## src/rtl/router_port_arb.sv

```systemverilog
// Multi-channel input FIFOs feeding one output port through a two-state grant FSM.
// Round-robin or fixed-priority arbitration; one-cycle bubble between grants.
module router_port_arb_fifo #(
  parameter int PW    = 41,
  parameter int DEPTH = 8
) (
  input  logic          clk,
  input  logic          reset,
  input  logic          push_i,
  input  logic          pop_i,
  input  logic [PW-1:0] din_i,
  output logic          full_o,
  output logic          nempty_o,
  output logic          ovf_o,
  output logic [PW-1:0] head_o
);
  localparam int AW = $clog2(DEPTH);
  localparam int CW = AW + 1;

  logic [PW-1:0] mem_q [DEPTH];
  logic [AW-1:0] wr_q, rd_q;
  logic [CW-1:0] cnt_q;
  logic          wr_en, rd_en;

  assign full_o   = (cnt_q == CW'(DEPTH));
  assign nempty_o = (cnt_q != '0);
  assign head_o   = mem_q[rd_q];
  // full is judged before the pop, so a push on a full channel drops even if popped
  assign wr_en    = push_i & ~full_o;
  assign rd_en    = pop_i & nempty_o;

  always_ff @(posedge clk) begin
    if (reset) begin
      wr_q  <= '0;
      rd_q  <= '0;
      cnt_q <= '0;
      ovf_o <= 1'b0;
    end else begin
      if (wr_en) wr_q <= wr_q + 1'b1;
      if (rd_en) rd_q <= rd_q + 1'b1;
      cnt_q <= cnt_q + CW'(wr_en) - CW'(rd_en);
      if (push_i && full_o) ovf_o <= 1'b1;
    end
  end

  always_ff @(posedge clk) begin
    if (!reset && wr_en) mem_q[wr_q] <= din_i;
  end
endmodule

module router_port_arb #(
  parameter int         NUM_CH     = 4,
  parameter int         pckg_sz    = 41,
  parameter int         fifo_depth = 8,
  parameter logic [7:0] bdcst      = {8{1'b1}},
  parameter int         ARB_MODE   = 0
) (
  input  logic                      clk,
  input  logic                      reset,
  input  logic [NUM_CH*pckg_sz-1:0] data_in,
  input  logic [NUM_CH-1:0]         push,
  output logic [NUM_CH-1:0]         full,
  output logic [pckg_sz-1:0]        data_out,
  output logic                      pndng,
  input  logic                      pop,
  output logic                      bdcst_flag,
  output logic [$clog2(NUM_CH)-1:0] grant_ch,
  output logic [NUM_CH-1:0]         ovf
);
  localparam int GW = $clog2(NUM_CH);
  localparam logic ST_IDLE = 1'b0;
  localparam logic ST_HOLD = 1'b1;

  logic                             state_q, state_d;
  logic [GW-1:0]                    grant_q, grant_d, rr_q, rr_d, sel;
  logic                             found, pop_go;
  logic [NUM_CH-1:0]                nempty, full_int, fifo_pop;
  logic [NUM_CH-1:0][pckg_sz-1:0]   head;
  int                               idx;
  logic [GW-1:0]                    idx_v;

  assign pop_go   = (state_q == ST_HOLD) & pop;
  assign fifo_pop = pop_go ? (NUM_CH'(1) << grant_q) : '0;

  for (genvar c = 0; c < NUM_CH; c++) begin : g_ch
    router_port_arb_fifo #(.PW(pckg_sz), .DEPTH(fifo_depth)) u_fifo (
      .clk      (clk),
      .reset    (reset),
      .push_i   (push[c]),
      .pop_i    (fifo_pop[c]),
      .din_i    (data_in[c*pckg_sz +: pckg_sz]),
      .full_o   (full_int[c]),
      .nempty_o (nempty[c]),
      .ovf_o    (ovf[c]),
      .head_o   (head[c])
    );
  end

  // First non-empty channel, scanning from rr_q (round-robin) or from 0 (fixed)
  always_comb begin
    sel   = '0;
    found = 1'b0;
    idx   = 0;
    idx_v = '0;
    for (int i = 0; i < NUM_CH; i++) begin
      idx   = (ARB_MODE == 1) ? i : (int'(rr_q) + i) % NUM_CH;
      idx_v = idx[GW-1:0];
      if (!found && nempty[idx_v]) begin
        found = 1'b1;
        sel   = idx_v;
      end
    end
  end

  always_comb begin
    state_d = state_q;
    grant_d = grant_q;
    rr_d    = rr_q;
    case (state_q)
      ST_IDLE: if (found) begin
        state_d = ST_HOLD;
        grant_d = sel;
      end
      default: if (pop) begin
        state_d = ST_IDLE;
        rr_d    = (grant_q == GW'(NUM_CH-1)) ? '0 : grant_q + 1'b1;
      end
    endcase
  end

  always_ff @(posedge clk) begin
    if (reset) begin
      state_q <= ST_IDLE;
      grant_q <= '0;
      rr_q    <= '0;
    end else begin
      state_q <= state_d;
      grant_q <= grant_d;
      rr_q    <= rr_d;
    end
  end

  assign pndng      = ~reset & (state_q == ST_HOLD);
  assign data_out   = pndng ? head[grant_q] : '0;
  assign bdcst_flag = pndng & (data_out[pckg_sz-1 -: 8] == bdcst);
  assign grant_ch   = grant_q;
  assign full       = reset ? '0 : full_int;
endmodule
```

## config.mk

```make
export PLATFORM = sky130hd
export DESIGN_NAME = router_port_arb
export DESIGN_NICKNAME = d
export VERILOG_FILES = /design/src/rtl/router_port_arb.sv
export SDC_FILE = /design/constraint.sdc
export NUM_CORES = 1
export LEC_CHECK = 0
export BUFFER_PORTS_ARGS = -buffer_cell sky130_fd_sc_hd__buf_2
export CORE_MARGIN = 2
export CORE_UTILIZATION = 54
export DETAILED_ROUTE_END_ITERATION = 8
export PLACE_DENSITY = 0.7
export SLEW_MARGIN = 5
export SYNTH_ARGS = -nofsm -noshare
export SYNTH_HDL_FRONTEND = slang
export SYNTH_SLANG_ARGS = --single-unit
```

## constraint.sdc

```tcl
create_clock -name clk -period 7.48 [get_ports clk]
set_input_delay 0 -clock clk [delete_from_list [all_inputs] [get_ports clk]]
set_output_delay 0 -clock clk [all_outputs]
set_load 0.005 [all_outputs]
```

==> out/results.ini, run 1 <==
[clock_network]
cts_resized=0
insertion_delay_ns=0.74
ctsHtreeMaxLevel=4
cts_buffers=140
path_clk_slew_ns=0.06
root_buffer=clkbuf_16
cts_max_path_buffers=3
cts_tree=built
clkSinkCount=1373

[setup_path]
cp_common_cell=nor2_1
reg2reg_depth=10
end_kind=output port
crit_chain=buf_4 -> mux4_2 -> nor2_1 -> o31ai_1 -> o21a_1 -> nand4_1 -> nor2_1 -> buf_2
critPathTopFamily=buffers and inverters
cp.required_ns=7.48
start_kind=flip-flop
slowest_stage=dfxtp_4
cp_num_buf_inv=2
crit_type=flip-flop to output port
cp_slowest_stage_delay_ns=0.91
cp.arrival_ns=4.42
crit_cells=8
crit_fanout=45

[floorplan]
die-area_um2=101600
coreArea_um2=98280
row_count=115
ios=224
die_h_um=318.7
die_w_um=318.7
start_util=0.5442

[status]
status=finished, final reports clean

[power_and_ir_drop]
power.net_switching_mw=3.994
p_int_mw=13.26
seq_power_share=0.512
p_leak_nw=19.50
pwr_density_cell_nw_per_um2=278.6
swShare=0.2314
combPwrFrac=0.109
power_frac_clock=0.380
ir_drop_mv=0.2180
total_power_mw=17.26

[sta]
rsz0062_at_grt=no
period_share=0.5913
fmax_ghz=0.2261
hold_viol=0
setup_tns_ns=0
skew_ns=0.02854
finalCriticalPeriod_ns=4.423
worstMarginPinSlew_ns=1.210
slew_violations=0
setup_viol=0
max-slew-margin-rel=0.1932

[final_layout]
drive_gt1_frac=0.2919
multiInputGateArea_um2=12040
area.growth.synth_to_final_pct=15.82
nets=3073
stdcell_area_um2=61940
regArea_um2=40650
filler_cell_count=6545

[detailed_routing]
firstDrtPassIters=5
drc_errors=0
drt-vias-per-instance=6.057
drtIter0Drc=3050
wl_per_cell_um=28.93
wirelength_um=123400
vias=25847
ant_nets=0

[yosys]
yosys.area.top_type_share=0.7367
synthTopCellsByCount=edfxtp_1, mux4_2, mux2i_1, nor2_1, dfxtp_1
synthAdderAreaFrac=0.009920
yosys_warnings=0
synth_top_family_by_area=multiplexers
avgSynthCellArea_um2=22.25
synth_compound_area_frac=0.007417
synthMuxAreaShare=0.1822
syn-cell-area_um2=53480
synth.most_common_cell=edfxtp_1
synth.distinct_cells=45
syn-num-nets=2614
synth-seq-cells=1373
async_flop_share=0
synth-xor-area-share=0.003439
synth_edf_count=1312
yosysTopAreaCell=edfxtp_1
synthTopCellsByArea=edfxtp_1, mux4_2, mux2i_1
synth_ff_type=edfxtp_1
syn_inst=2403
synth_seq_area_share=0.7596
synth-simple-area-share=0.01823

[grt]
globalRouteTotalUtil=0.2463
antenna_found_initial=14
grt_pass1_wl_um=179600
grt_overflow=0
grt_max_degree=81
grt_pass1_vias=26095

[worst_hold_path]
hold_path_class=input pin to flip-flop
holdPathStages=2

[job]
max-cap-violations=0

[placement]
dpl_cell_area_um2=55910
dp_hpwl_um=74450
place_congestion=0.7821
io_buffers=223

-- timing repair --
item / 4_1_cts / 5_1_grt
buffers inserted: 0 / 0
endpoints found under the hold margin: 1346 / 0
hold buffers: 171 / 0
-- power by group through the flow --
stage	clock, mW	sequential, mW	combinational (mW)
global route	6.98	8.85	2.01
detailed placement	0	8.99	1.80
floorplan	0	8.92	1.20
CTS	6.66	8.83	1.89
global placement	0	8.97	1.74
finish	6.55	8.83	1.88
-- routing by layer --
layer	routed length (µm)	up-vias	GRT usage
li1	-	10915	-
met1	49710	13657	0.3526
met2	60630	1101	0.3927
met3	10070	166	0.04802
met4	2979	8	0.06814
met5	49	-	0
-- worst paths after layout --
check | startpoint | end | slack (ns)
setup / recovery | flip-flop | bdcst_flag | 3.06
setup reg to reg | grant_ch[1] | g_ch[1].u_fifo.cnt_q[3] | 4.27
hold / removal | data_in[42] | g_ch[1].u_fifo.mem_q[3][1] | 0.07
hold reg to reg | g_ch[2].u_fifo.wr_q[0] | g_ch[2].u_fifo.wr_q[0] | 0.49
-- logic make-up (layout without fill, tap and decap cells) --
group	Yosys count	in the layout
flip-flops	1373	1373
multiplexers	535	535
AND/OR/NAND/NOR	214	214
buffers and inverters	159	730
AO/OA/AOI/OAI	61	61
adder cells (fa/ha/maj)	40	40
XOR/XNOR	21	21
other	0	6
-- flip-flops by register name, summed over array words and instances (netlist names), named ones only --
signal             count
g_ch.u_fifo.wr_q      12
g_ch.u_fifo.rd_q      12
grant_ch               2
rr_q                   2
g_ch.u_fifo.mem_q   1312
g_ch.u_fifo.ovf_o      4
g_ch.u_fifo.cnt_q     16
state_q                1
-- through the flow --
| stage | hold slack [ns] | util | setup WS [ns] | instances |
|---|---|---|---|---|
| after global routing | 0.06405 | 0.6301 | 2.782 | 4262 |
| after floorplan | 0.09887 | - | 1.547 | 2403 |
| after detailed placement | 0.2488 | 0.5689 | 3.763 | 3836 |
| after global placement | 0.2463 | 0.5689 | 3.759 | 3836 |
| after CTS | 0.02329 | 0.6301 | 2.957 | 4261 |
| final | 0.07165 | 0.6302 | 3.057 | 4267 |
-- layout by cell type (no fill, tap or decap), types with 5 or more instances in the layout --
master,Yosys,final
edfxtp_1,1312,1312
mux4_2,347,347
buf_2,47,222
mux2i_1,174,174
dlygate4sd3_1,0,171
clkbuf_16,0,143
nor2_1,109,99
dfxtp_1,61,49
buf_4,19,49
nand2_1,39,39
clkinv_1,0,37
ha_1,36,36
inv_1,31,31
clkinv_2,0,27
clkbuf_1,23,27
a21oi_1,21,21
xor2_1,13,13
mux2_2,12,12
nand2b_1,11,10
nor2_4,0,10
nand3_1,9,9
a31oi_1,9,9
a22oi_1,8,8
nor4b_2,0,8
nor4_2,0,8
xnor2_1,8,8
dfxtp_4,0,8
inv_6,0,7
bufinv_16,0,7
diode_2,0,6
nor2b_1,6,6
nor3_2,0,6
a21o_1,5,5
-- worst register-to-register path, cell delays in order (launching register included) --
cell and delay [ns]:
dfxtp_1 0.38, inv_2 0.83, ha_1 0.30, and3_1 0.34, ha_1 0.27, inv_1 0.06, ha_1 0.29, a21o_1 0.18
a21oi_1 0.20, xnor2_1 0.15, nor2_1 0.05
-- area by class of cell --
| class | instances | share of cell area |
|---|---|---|
| Clock buffer | 172 | 0.05986 |
| Multi-Input combinational cell | 871 | 0.1944 |
| Clock inverter | 82 | 0.009576 |
| Antenna cell | 6 | 0.0002424 |
| Tap cell | 1287 | 0.02600 |
| Sequential cell | 1373 | 0.6564 |
| Inverter | 34 | 0.002061 |
| Timing Repair Buffer | 442 | 0.05151 |
No activity file was read; power rests on OpenSTA's default activity.
==> run 2: changes to the inputs <==
clock period = 4.45 ns   (was 7.48 ns; I/O delays follow)
==> out/results.ini, run 2 (synthesis gave the netlist of run 1 again) <==
[setup_path]
timing.rr.end=g_ch[3].u_fifo.mem_q[6][18]
r2r-start=g_ch[3].u_fifo.cnt_q[1]
crit_type=flip-flop to output port
reg2reg_depth=7
end_kind=output port
cp.arrival_ns=3.85
start_kind=flip-flop
crit_fanout=29
cp.required_ns=4.45
r2r_slack_ns=1.52

[sta]
hold_viol=0
setup_viol=0
fin_hold_ws_ns=0.05147
setup_tns_ns=0
slew_violations=0
period_share=0.8655
rsz0062_at_grt=no
fmax_ghz=0.2596
worstMarginPinSlew_ns=1.036
finalCriticalPeriod_ns=3.851
max-slew-margin-rel=0.2893
skew_ns=0.02165
worst_slack_ns=0.5986

[grt]
grt_pass1_wl_um=182000
grt_pass1_vias=26540
globalRouteTotalUtil=0.2504
grt_overflow=0
grt_max_degree=60
antenna_found_initial=16

[detailed_routing]
firstDrtPassIters=7
ant_nets=0
drt-vias-per-instance=6.047
vias=25905
drtIter0Drc=2957
drc_errors=0
wl_per_cell_um=29.21
wirelength_um=125100

[placement]
dp_hpwl_um=77030
place_congestion=0.8047
dpl_cell_area_um2=56230
dpl_worst_slack_ns=1.277
io_buffers=223

[worst_hold_path]
hold_path_class=input pin to flip-flop
whs_endpoint=g_ch[1].u_fifo.mem_q[6][26]
min_from=data_in[67]
holdPathStages=2

[power_and_ir_drop]
seq_power_share=0.507
pwr_density_cell_nw_per_um2=469.0
power.net_switching_mw=6.825
power_frac_clock=0.383
ir_drop_mv=0.4059
swShare=0.2333
p_int_mw=22.43
p_leak_nw=19.62
combPwrFrac=0.110

[floorplan]
coreArea_um2=98280
row_count=115
die-area_um2=101600
start_util=0.5442
die_w_um=318.7
ios=224
die_h_um=318.7

[clock_network]
root_buffer=clkbuf_16
cts_resized=0
cts_hold_buffers=173
clkSinkCount=1373
path_clk_slew_ns=0.06
ctsHtreeMaxLevel=4
cts_setup_buffers=0
insertion_delay_ns=0.75
cts_max_path_buffers=3
cts_tree=built
cts_buffers=138

[final_layout]
reg_top3=g_ch.u_fifo.mem_q (1312), g_ch.u_fifo.cnt_q (16)
regArea_um2=40650
nets=3090
final_common_cell=edfxtp_1
final_cell_mix=edfxtp_1, mux4_2, buf_2, mux2i_1, dlygate4sd3_1
largest_reg_flops=1312
multiInputGateArea_um2=12140
area.growth.synth_to_final_pct=16.61
largest-register=g_ch.u_fifo.mem_q
stdcell_area_um2=62360
filler_cell_count=6474
drive_gt1_frac=0.2942

[status]
status=finished, final reports clean

[job]
max-cap-violations=0

-- run 2: metrics by stage --
step	cells	utilization	total power, mW
after global routing	4279	0.6344	30.20
final	4284	0.6346	29.25
after detailed placement	3853	0.5722	18.15
after CTS	4275	0.6343	29.43
after global placement	3853	0.5722	18.03
after floorplan	2403	-	17.01
-- run 2: layout make-up --
class	count	share of cell area
Inverter	34	0.002046
Antenna cell	9	0.0003611
Sequential cell	1373	0.6519
Tap cell	1287	0.02582
Timing Repair Buffer	461	0.05493
Multi-Input combinational cell	871	0.1947
Clock buffer	190	0.05969
Clock inverter	59	0.01053
-- run 2: how the worst max path moves through the flow --
stage                                            end  slack, ns  cells past startpoint
after floorplan           g_ch[2].u_fifo.mem_q[5][0]      -1.32                      7
after global placement                  data_out[29]       1.33                      7
after detailed placement                data_out[29]       1.28                      7
after CTS                               data_out[29]       0.46                      7
after global routing                    data_out[29]       0.33                      7
final                                   data_out[29]       0.60                      7
-- run 2: worst max-delay path: stages (launching register included) --
cell and delay (ns):
dfxtp_4 0.70, buf_4 0.39, buf_4 0.51, mux4_2 0.58, mux2i_1 0.30, mux4_2 0.33
nor2_1 0.08, buf_2 0.17
-- run 2: metal layers --
layer / wire (µm) / track usage / up-vias
li1: - / - / 10950
met5: 88 / 0 / -
met1: 48270 / 0.3387 / 13606
met2: 60850 / 0.3951 / 1139
met4: 4614 / 0.09595 / 12
met3: 11300 / 0.06550 / 198
-- run 2: power by group through the flow --
stage / Combinational, mW / Clock, mW / Sequential (mW)
detailed placement: 3.05 / 0 / 15.1
finish: 3.22 / 11.2 / 14.8
global placement: 2.97 / 0 / 15.1
floorplan: 2.02 / 0 / 15.0
global route: 3.43 / 11.9 / 14.9
CTS: 3.23 / 11.4 / 14.8
